$ cat src/rtl/wb_exc_ctrl.sv
// Writeback commit controller: turns retiring instructions into CSR accesses,
// exception/ertn commits and a registered flush followed by a drain window.
module wb_exc_ctrl #(
    parameter int          DRAIN_CYCLES     = 3,
    parameter logic [5:0]  EENTRY_ECODE_INT = 6'h00
) (
    input  logic        clk,
    input  logic        reset,
    input  logic        wb_valid,
    input  logic [31:0] wb_pc,
    input  logic [1:0]  wb_csr_op,
    input  logic [13:0] wb_csr_num,
    input  logic [31:0] wb_rj_val,
    input  logic [31:0] wb_rd_val,
    input  logic        wb_ertn,
    input  logic [4:0]  wb_exc,
    input  logic [4:0]  wb_dest,
    output logic [13:0] csr_num,
    input  logic [31:0] csr_rdata,
    output logic        csr_we,
    output logic [31:0] csr_wdata,
    output logic [31:0] csr_wmask,
    output logic        EXC_signal,
    output logic        ERTN_signal,
    output logic [5:0]  EXC_ecode,
    output logic [8:0]  EXC_esubcode,
    output logic [31:0] EXC_pc,
    input  logic [31:0] CSR_2_IF_pc,
    input  logic        INT_signal,
    output logic        rf_we,
    output logic [4:0]  rf_waddr,
    output logic [31:0] rf_wdata,
    output logic        flush,
    output logic [31:0] flush_pc,
    output logic        commit_block
);

    typedef enum logic [1:0] {
        ST_IDLE  = 2'd0,
        ST_FLUSH = 2'd1,
        ST_DRAIN = 2'd2
    } state_t;

    localparam logic [3:0] DRAIN_LOAD = 4'(DRAIN_CYCLES - 1);

    state_t      state_r;
    logic [3:0]  drain_cnt_r;
    logic        int_pending_r;

    logic        commit_s;
    logic        exc_s;
    logic        ertn_s;
    logic        csr_s;
    logic        csr_wr_s;
    logic        int_take_s;

    // Priority encode the exception cause; a pending interrupt beats every flag.
    function automatic logic [5:0] exc_ecode_f(input logic intp, input logic [4:0] exc);
        logic [5:0] code;
        if (intp)        code = EENTRY_ECODE_INT;
        else if (exc[4]) code = 6'h08;
        else if (exc[3]) code = 6'h0D;
        else if (exc[2]) code = 6'h0B;
        else if (exc[1]) code = 6'h0C;
        else if (exc[0]) code = 6'h09;
        else             code = 6'h00;
        return code;
    endfunction

    // Classify the current commit: exception beats ertn, ertn beats CSR access.
    always_comb begin
        commit_s   = (state_r == ST_IDLE) && wb_valid;
        exc_s      = commit_s && (int_pending_r || (wb_exc != 5'd0));
        ertn_s     = commit_s && !exc_s && wb_ertn;
        csr_s      = commit_s && !exc_s && !wb_ertn && (wb_csr_op != 2'd0);
        csr_wr_s   = csr_s && ((wb_csr_op == 2'd2) || (wb_csr_op == 2'd3));
        int_take_s = exc_s && int_pending_r;
    end

    // Combinational CSR, regfile and exception outputs for the committing instruction.
    always_comb begin
        csr_num      = 14'd0;
        csr_we       = 1'b0;
        csr_wdata    = 32'd0;
        csr_wmask    = 32'd0;
        EXC_signal   = 1'b0;
        ERTN_signal  = 1'b0;
        EXC_ecode    = 6'd0;
        EXC_esubcode = 9'd0;
        EXC_pc       = 32'd0;
        rf_we        = 1'b0;
        rf_waddr     = 5'd0;
        rf_wdata     = 32'd0;
        if (exc_s) begin
            EXC_signal = 1'b1;
            EXC_ecode  = exc_ecode_f(int_pending_r, wb_exc);
            EXC_pc     = wb_pc;
        end else if (ertn_s) begin
            ERTN_signal = 1'b1;
        end else if (csr_s) begin
            csr_num  = wb_csr_num;
            rf_we    = (wb_dest != 5'd0);
            rf_waddr = wb_dest;
            rf_wdata = csr_rdata;
            if (csr_wr_s) begin
                csr_we    = 1'b1;
                csr_wdata = wb_rd_val;
                csr_wmask = (wb_csr_op == 2'd3) ? wb_rj_val : 32'hFFFF_FFFF;
            end else begin
                csr_we = 1'b0;
            end
        end else begin
            csr_we = 1'b0;
        end
    end

    // Commit state machine with registered flush pulse and redirect PC.
    always_ff @(posedge clk) begin
        if (reset) begin
            state_r     <= ST_IDLE;
            drain_cnt_r <= 4'd0;
            flush       <= 1'b0;
            flush_pc    <= 32'd0;
        end else begin
            case (state_r)
                ST_IDLE: begin
                    if (exc_s || ertn_s) begin
                        state_r  <= ST_FLUSH;
                        flush    <= 1'b1;
                        flush_pc <= CSR_2_IF_pc;
                    end else if (csr_wr_s) begin
                        state_r  <= ST_FLUSH;
                        flush    <= 1'b1;
                        flush_pc <= wb_pc + 32'd4;
                    end else begin
                        flush <= 1'b0;
                    end
                end
                ST_FLUSH: begin
                    flush       <= 1'b0;
                    state_r     <= ST_DRAIN;
                    drain_cnt_r <= DRAIN_LOAD;
                end
                ST_DRAIN: begin
                    flush <= 1'b0;
                    if (drain_cnt_r == 4'd0) begin
                        state_r <= ST_IDLE;
                    end else begin
                        drain_cnt_r <= drain_cnt_r - 4'd1;
                    end
                end
                default: begin
                    state_r <= ST_IDLE;
                    flush   <= 1'b0;
                end
            endcase
        end
    end

    // Interrupt request latch: a new request wins over the clear from a taken interrupt.
    always_ff @(posedge clk) begin
        if (reset) begin
            int_pending_r <= 1'b0;
        end else begin
            int_pending_r <= INT_signal | (int_pending_r & ~int_take_s);
        end
    end

    assign commit_block = (state_r != ST_IDLE);

endmodule

$ cat config.mk
export PLATFORM = sky130hd
export DESIGN_NAME = wb_exc_ctrl
export DESIGN_NICKNAME = d
export VERILOG_FILES = /design/src/rtl/wb_exc_ctrl.sv
export SDC_FILE = /design/constraint.sdc
export NUM_CORES = 1
export LEC_CHECK = 0
export BUFFER_PORTS_ARGS = -buffer_cell sky130_fd_sc_hd__buf_2
export CAP_MARGIN = 20
export CORE_AREA = 4 4 150 152
export CTS_CLUSTER_SIZE = 8
export DETAILED_ROUTE_END_ITERATION = 12
export DIE_AREA = 0 0 154 156
export PLACE_DENSITY = 0.43
export SLEW_MARGIN = 20
export SYNTH_ARGS = -nofsm -noshare
export SYNTH_HDL_FRONTEND = slang
export SYNTH_SLANG_ARGS = --single-unit
export TNS_END_PERCENT = 100
$ cat constraint.sdc
create_clock -name clk -period 2.9 [get_ports clk]
set_clock_uncertainty 0.05 [all_clocks]
set_input_delay 0.58 -clock clk [delete_from_list [all_inputs] [get_ports clk]]
set_output_delay 0.58 -clock clk [all_outputs]
set_load 0.02 [all_outputs]
# --- Word-level counts from Yosys, hierarchy flattened ---
# Index checks and enable logic that the tools add are counted.
op_classes:
  add_sub_neg: 2
  n_mux: 45
  n_eq_ne: 7
  bitwise_logic: 4
  n_reduce_logical: 25
ops:
  columns: ["op", "n"]
  rows:
  - ["2-to-1 mux 32 bit", 15]
  - ["2-to-1 mux 14 bit", 3]
  - ["adder 32 x 3 -> 32 bit (second input constant)", 1]
  - ["2-to-1 mux 4 bit", 8]
  - ["2-to-1 mux 5 bit", 3]
  - ["2-to-1 mux 1 bit", 11]
  - ["nonzero test 5 bit", 2]
  - ["logical AND 1 bit", 8]
  - ["case mux 4 bit (2 select lines)", 1]
  - ["nonzero test 2 bit", 4]
  - ["equality test 2 bit (second input constant)", 3]
  - ["2-to-1 mux 2 bit", 3]
  - ["case mux 2 bit (3 select lines)", 1]
  - ["AND reduction 2 bit", 3]
  - ["zero test 4 bit", 1]
  - ["inequality test 2 bit (second input constant)", 2]
  - ["subtractor 4 x 1 -> 4 bit (second input constant)", 1]
  - ["logical OR 1 bit", 3]
  - ["inequality test 3 x 2 -> 1 bit (second input constant)", 1]
  - ["equality test 2 x 1 -> 1 bit (second input constant)", 1]
  - ["zero test 1 bit", 2]
  - ["zero test 2 bit", 1]
  - ["NOT 1 bit", 2]
  - ["OR reduction 2 bit", 1]
  - ["2 further kinds", 2]
totals:
  output_inout_bits: 200
  word_cells: 88
  ff_bits: 40
  inputBits: 191

# --- Depth between registers and ports, before layout ---
# Gate-level depths: netlist of the first run.
logic_depth:
  ltp_word: 12
  mapped_depth: 8
  ltp_nobuf: 7

# --- Worst setup path before layout of the first run ---
# Ideal clock, no wire load.
synth_timing:
  kind: "input -> output"
  startpoint: "input port wb_valid"
  endpoint: "output port EXC_ecode[1]"
  t_arrival_ps: 2306
  n_path_buf: 1
  required_ps: 2270
  setup_slack_ps: -36
  cell_stages: 5
  path_cell_list: "or3b_1 clkbuf_1 nor3b_1 nand2b_1 nor3_1"
synth_via:
  elab_chain_cells: 3
synth_rtl:
  columns: ["element", "line", "source"]
  rows:
  - ["start: declaration", "9", "input logic wb_valid,"]
  - ["logical AND 1 bit", "72", "commit_s = (state_r == ST_IDLE) && wb_valid;"]
  - ["logical AND 1 bit", "73", "exc_s = commit_s && (int_pending_r || (wb_exc != 5'd0));"]
  - ["2-to-1 mux 4 bit", "94", "if (exc_s) begin"]
  - ["end: declaration", "25", "output logic [5:0] EXC_ecode,"]
# No other way between the ends.

# --- Final worst setup path of the first run ---
layout_timing:
  startpoint: "input port wb_exc[0]"
  endpoint: "output port EXC_pc[18]"
layout_via:
  elab_chain_cells: 4
layout_rtl:
  columns: ["element", "line", "source"]
  rows:
  - ["start: declaration", "16", "input logic [4:0] wb_exc,"]
  - ["nonzero test 5 bit", "73", null]
  - ["logical OR 1 bit", "73", null]
  - ["logical AND 1 bit", "73", null]
  - ["2-to-1 mux 32 bit", "94", null]
  - ["end: declaration", "27", "output logic [31:0] EXC_pc,"]
# No other way between the ends.

==> results of run 1 <==
## flip-flops by register name (all words and copies together) (netlist names)
signal,count
flush,1
state_r,2
int_pending_r,1
drain_cnt_r,4
flush_pc,32
## critical path, stage by stage
cell and delay (ns):
buf_2 0.11, nor4_2 0.33, buf_4 0.22, nand2b_1 0.09, nor2_1 0.13, nor2_2 0.07
buf_12 0.17, and2_1 0.19, buf_2 0.16
## routing by layer
metal / wire, um / up-vias
met5: 0 / -
met4: 167 / 0
met3: 1370 / 10
met2: 8850 / 238
met1: 8200 / 2231
li1: - / 2543
## worst paths after layout
check / startpoint / to / slack [ns] / cells after the start
min: flush_pc[3] / flush_pc[3] / 0.43 / 2
max: wb_exc[0] / EXC_pc[18] / 0.21 / 9
min reg2reg: flush_pc[3] / flush_pc[3] / 0.43 / 2
max reg2reg: state_r[1] / flush_pc[27] / 0.56 / 8
## cell usage in the layout, fill, tap and decap left out, types with 6 or more instances in the layout
master / instances
nand4_1: 8
buf_2: 379
a211o_1: 6
nand2_1: 30
or4_1: 8
nor3_1: 9
xnor2_1: 13
o21ai_1: 8
nor2_1: 31
dfxtp_1: 40
nand3_1: 13
buf_4: 16
inv_1: 39
o31a_1: 7
conb_1: 11
a21oi_1: 58
a22oi_1: 7
and2_1: 116
nor4_1: 12
## area by class of cell
type / instances / area share (%)
Sequential cell: 40 / 13.2
Timing Repair Buffer: 399 / 34.4
Multi-Input combinational cell: 415 / 41.8
Inverter: 40 / 2.47
Clock buffer: 6 / 2.28
Tap cell: 275 / 5.65
Clock inverter: 2 / 0.164
## synthesized netlist by cell type, types with 2 or more instances
master	instances
and2_1	116
a21oi_1	59
dfxtp_1	40
inv_1	39
nor2_1	32
nand2_1	30
clkbuf_1	22
nand3_1	13
xnor2_1	13
buf_4	12
nor4_1	12
nor3_1	9
nand4_1	8
o21ai_1	8
or4_1	8
a22oi_1	7
o31a_1	7
a211o_1	6
a31oi_1	5
buf_1	5
buf_2	5
nand2b_1	5
xor2_1	5
nor3b_1	4
o211ai_1	4
a211oi_1	3
a21o_1	3
a22o_1	3
a311oi_1	3
and3_1	3
clkbuf_8	3
o21ai_0	3
o31ai_1	3
and3_2	2
and4_1	2
clkbuf_2	2
ha_1	2
nand4_2	2
o21a_1	2
or3_1	2
or4_4	2
## through the flow
step	hold WS, ns	instance area, um^2	util [%]	instances	setup WS [ns]
2_1_floorplan	0.474	3760	-	545	0.164
3_3_place_gp	0.407	5940	28.3	1169	0.174
3_5_place_dp	0.412	5940	28.3	1169	0.200
4_1_cts	0.427	6090	29.0	1177	0.184
5_1_grt	0.451	6090	29.0	1177	0.0904
6_report	0.427	6090	29.0	1177	0.209
## logic make-up (layout without fill, tap and decap cells)
| family | after synthesis | in the layout | synth area share (%) |
|---|---|---|---|
| muxes | 1 | 1 | 0.269 |
| buffers and inverters | 90 | 447 | 11.5 |
| xor gates and xnor gates | 18 | 18 | 4.24 |
| and+or+nand+nor | 260 | 260 | 40.8 |
| other | 1 | 11 | 0.101 |
| DFF | 40 | 40 | 21.5 |
| adders and majority gates | 2 | 2 | 0.672 |
| AOI/OAI and AO/OA | 123 | 123 | 20.9 |
## power by group through the flow
stage          Sequential, uW  Combinational, uW  Clock [uW]
2_1_floorplan             660                275           0
3_3_place_gp              623                600           0
3_5_place_dp              623                599           0
4_1_cts                   611                601         604
5_1_grt                   616                655         618
6_report                  610                593         585
==> flow_summary.yaml, run 1 <==
run_status:
  status: "finished, final reports clean"
yosys:
  synth-seq-area-share_pct: 21.5
  synth.avg_cell_area_um2: 6.96
  ys_ff_latch: 40
  ys.flop_type: "dfxtp_1"
  ys_types: 62
  synth_top_area_cell: "dfxtp_1"
  synth.area.top_cells: "dfxtp_1 22%, and2_1 20%, a21oi_1 7.9%"
  yosysWarningCount: 0
  synth-edff-count: 0
  synthDominantCellAreaShare_pct: 21.5
  synthesis.area_mm2: 0.00372
  syn_inst: 535
  async_flop_share_pct: 0
clocking:
  cts_hold_buffers: 0
  clk_path_buf_depth: 2
  clkTransAtPathRegs_ns: 0.06
  cts_tree: "built"
  cts.repair.resized: 0
  clock_sinks: 40
  h-tree-depth: 2
  post_cts_buffers: 0
  cts_buffers: 5
  cts_root_buffer: "clkbuf_16"
  worstSkewPairLatency_ns: 0.28
power_and_ir_drop:
  power_density_mw_per_mm2: 294
  p_total_uw: 1790
  seq_power_share_pct: 34.1
  clockPowerShare_pct: 32.7
  p_comb_share_pct: 33.1
  switching_share_pct: 34.5
  vdd_ir_drop_max_mv: 0.193
  netSwitchingPower_uw: 618
  cellInternalPower_uw: 1170
  p_leak_uw: 0.00336
sta:
  setup_tns_ns: 0
  max_clock_freq_ghz: 0.372
  rsz0062_at_grt: "false"
  finalMaxSlewViolations: 0
  post-route-period-util_pct: 92.8
  slew_headroom_pct: 33.1
  setup_viol: 0
  period_minus_slack_ns: 2.69
  worst_pin_slew_ns: 1.00
  finalHoldViolations: 0
finish:
  multi_input_area_mm2: 0.00255
  final-seq-area_um2: 801
  area_growth_pct: 63.6
  drive_gt1_share_pct: 47.0
  nets: 1094
  diodes: 0
  fillCellCount: 2379
drt:
  wl_per_cell_um: 15.8
  drt_wl_total_um: 18600
  via_per_inst: 4.27
  dr.pass1.iters: 4
  vias: 5022
  drtAntennaViolNets: 0
  drt_iter0_markers: 208
  drc_errors: 0
min_path:
  hold_path_class: "register to register"
setup_path:
  crit_required_ns: 2.27
  cp_max_fo: 33
  cp-end-kind: "output pin"
  path_class: "primary input to output pin"
  arrival_ns: 2.06
  start_kind: "primary input"
global_routing:
  busiest_layer: "met2"
  grt.total_usage_pct: 14.3
  antenna_found_initial: 1
  grt_max_degree: 53
  grt_first_pass_wirelength_um: 27600
  grt.overflow.total: 0
  grt_pass1_vias: 4821
  use_met2_pct: 24.3
  use_met1_pct: 18.9
  met3_usage_pct: 2.86
floorplanning:
  die_x_um: 154
  core_mm2: 0.0210
  die_area_mm2: 0.0240
  start_util_pct: 17.7
  boundaryPins: 391
  rows: 53
  die_h_um: 156
placed_design:
  placement.io_buffers: 379
  place_hpwl_um: 15300
  gp_congestion: 0.895
job:
  maxCapViolations: 0
Note: power is estimated with default switching activity, not from simulation.
==> inputs of run 2 (changes only) <==
--- a/config.mk
+++ b/config.mk
@@ -5,7 +5,7 @@
 export SDC_FILE = /design/constraint.sdc
 export NUM_CORES = 1
 export LEC_CHECK = 0
-export BUFFER_PORTS_ARGS = -buffer_cell sky130_fd_sc_hd__buf_2
+export BUFFER_PORTS_ARGS = -buffer_cell sky130_fd_sc_hd__buf_4
 export CAP_MARGIN = 20
 export CORE_AREA = 4 4 150 152
 export CTS_CLUSTER_SIZE = 8
==> flow_summary.yaml, run 2 (synthesized netlist as in run 1, its figures left out) <==
run_status:
  status: "finished, final reports clean"
power_and_ir_drop:
  p_leak_uw: 0.00350
  cellInternalPower_uw: 1280
  p_total_uw: 1890
  vdd_ir_drop_max_mv: 0.200
  power_density_mw_per_mm2: 270
  clockPowerShare_pct: 30.7
  netSwitchingPower_uw: 614
  seq_power_share_pct: 32.4
  p_comb_share_pct: 37.0
  switching_share_pct: 32.5
floorplanning:
  die_area_mm2: 0.0240
  die_x_um: 154
  die_h_um: 156
  core_mm2: 0.0210
  rows: 53
  start_util_pct: 17.7
  boundaryPins: 391
clocking:
  h-tree-depth: 2
  clkTransAtPathRegs_ns: 0.06
  cts_buffers: 5
  cts_tree: "built"
  clock_sinks: 40
  clk_path_buf_depth: 2
  cts.repair.resized: 0
  cts_root_buffer: "clkbuf_16"
  post_cts_buffers: 0
  worstSkewPairLatency_ns: 0.28
  cts_hold_buffers: 0
finish:
  multi_input_area_mm2: 0.00255
  regMostFlops: "flush_pc"
  final_common_cell: "buf_4"
  final-seq-area_um2: 801
  largest_reg_flops: 32
  fillCellCount: 2292
  fin_util_pct: 33.3
  layout_common_cells: "391 x buf_4, 116 x and2_1, 58 x a21oi_1"
  largestRegisters: "flush_pc: 32 flops, drain_cnt_r: 4 flops, state_r: 2 flops"
  drive_gt1_share_pct: 46.8
  area_growth_pct: 88.3
  nets: 1090
  diodes: 0
sta:
  hold-worst-slack_ns: 0.434
  finalMaxSlewViolations: 0
  setup_viol: 0
  max_clock_freq_ghz: 0.369
  slew_headroom_pct: 39.3
  worst_pin_slew_ns: 0.907
  period_minus_slack_ns: 2.71
  finalHoldViolations: 0
  rsz0062_at_grt: "false"
  post-route-period-util_pct: 93.4
  setup_tns_ns: 0
global_routing:
  grt_max_degree: 53
  grt_pass1_vias: 4792
  grt.overflow.total: 0
  grt_first_pass_wirelength_um: 28900
  antenna_found_initial: 0
  grt.total_usage_pct: 15.1
setup_path:
  crit_top_cell: "buf_4"
  arrival_ns: 2.08
  cp_slowest_cell: "nor4_2"
  crit_required_ns: 2.27
  critPathMaxStageDelay_ns: 0.37
  cp-end-kind: "output pin"
  cp_max_fo: 52
  path_class: "primary input to output pin"
  cp_cell_sequence: "buf_4, nor4_2, buf_4, o2111a_1, buf_12, and2_1, buf_4"
  start_kind: "primary input"
job:
  maxCapViolations: 0
placed_design:
  gp_congestion: 0.889
  placement.io_buffers: 379
  place_hpwl_um: 16300
min_path:
  hold_path_class: "register to register"
drt:
  via_per_inst: 4.24
  vias: 4978
  wl_per_cell_um: 16.9
  drt_iter0_markers: 204
  drt_wl_total_um: 19800
  drtAntennaViolNets: 0
  drc_errors: 0
  dr.pass1.iters: 4
[run 2: changes by cell type in the layout (fill, tap and decap cells not counted)]
cell / before / now
buf_4: 16 / 391
buf_2: 379 / 0
[run 2: worst paths after layout]
| kind | from | slack (ns) | end | cells past startpoint |
|---|---|---|---|---|
| max reg2reg | state_r[1] | 0.60 | flush_pc[17] | 8 |
| max | wb_exc[0] | 0.19 | rf_wdata[11] | 7 |
| min reg2reg | flush_pc[1] | 0.43 | flush_pc[1] | 2 |
| min | flush_pc[1] | 0.43 | flush_pc[1] | 2 |
[run 2: power by group through the flow]
stage	clock network [uW]	logic [uW]	registers, uW
floorplan	0	275	660
global placement	0	712	625
detailed placement	0	710	625
CTS	607	713	613
global route	634	763	618
finish	580	700	613
[run 2: area by class of cell]
class / instances / area share (%)
Sequential cell: 40 / 11.4
Clock buffer: 6 / 1.98
Timing Repair Buffer: 395 / 43.0
Multi-Input combinational cell: 415 / 36.4
Clock inverter: 2 / 0.143
Tap cell: 275 / 4.91
Inverter: 40 / 2.14
[run 2: worst max-delay path, delay by kind of cell]
kind,cells,cell delay [ns]
AOI/OAI and AO/OA,1,0.24
and+or+nand+nor,2,0.55
buffers and inverters,4,0.69
[run 2: metrics by stage]
stage / instances / setup WS (ns) / cell area (um^2)
CTS: 1173 / 0.213 / 7010
finish: 1173 / 0.191 / 7010
global placement: 1165 / 0.197 / 6860
floorplan: 545 / 0.164 / 3760
global route: 1173 / 0.0992 / 7010
detailed placement: 1165 / 0.222 / 6860
[run 2: layer usage]
layer / track usage (%) / wire length [um] / vias to the layer above
li1: - / - / 2538
met1: 19.5 / 8510 / 2217
met2: 26.6 / 9770 / 214
met3: 3.19 / 1380 / 9
met4: 2.23 / 142 / 0
met5: 0 / 0 / -
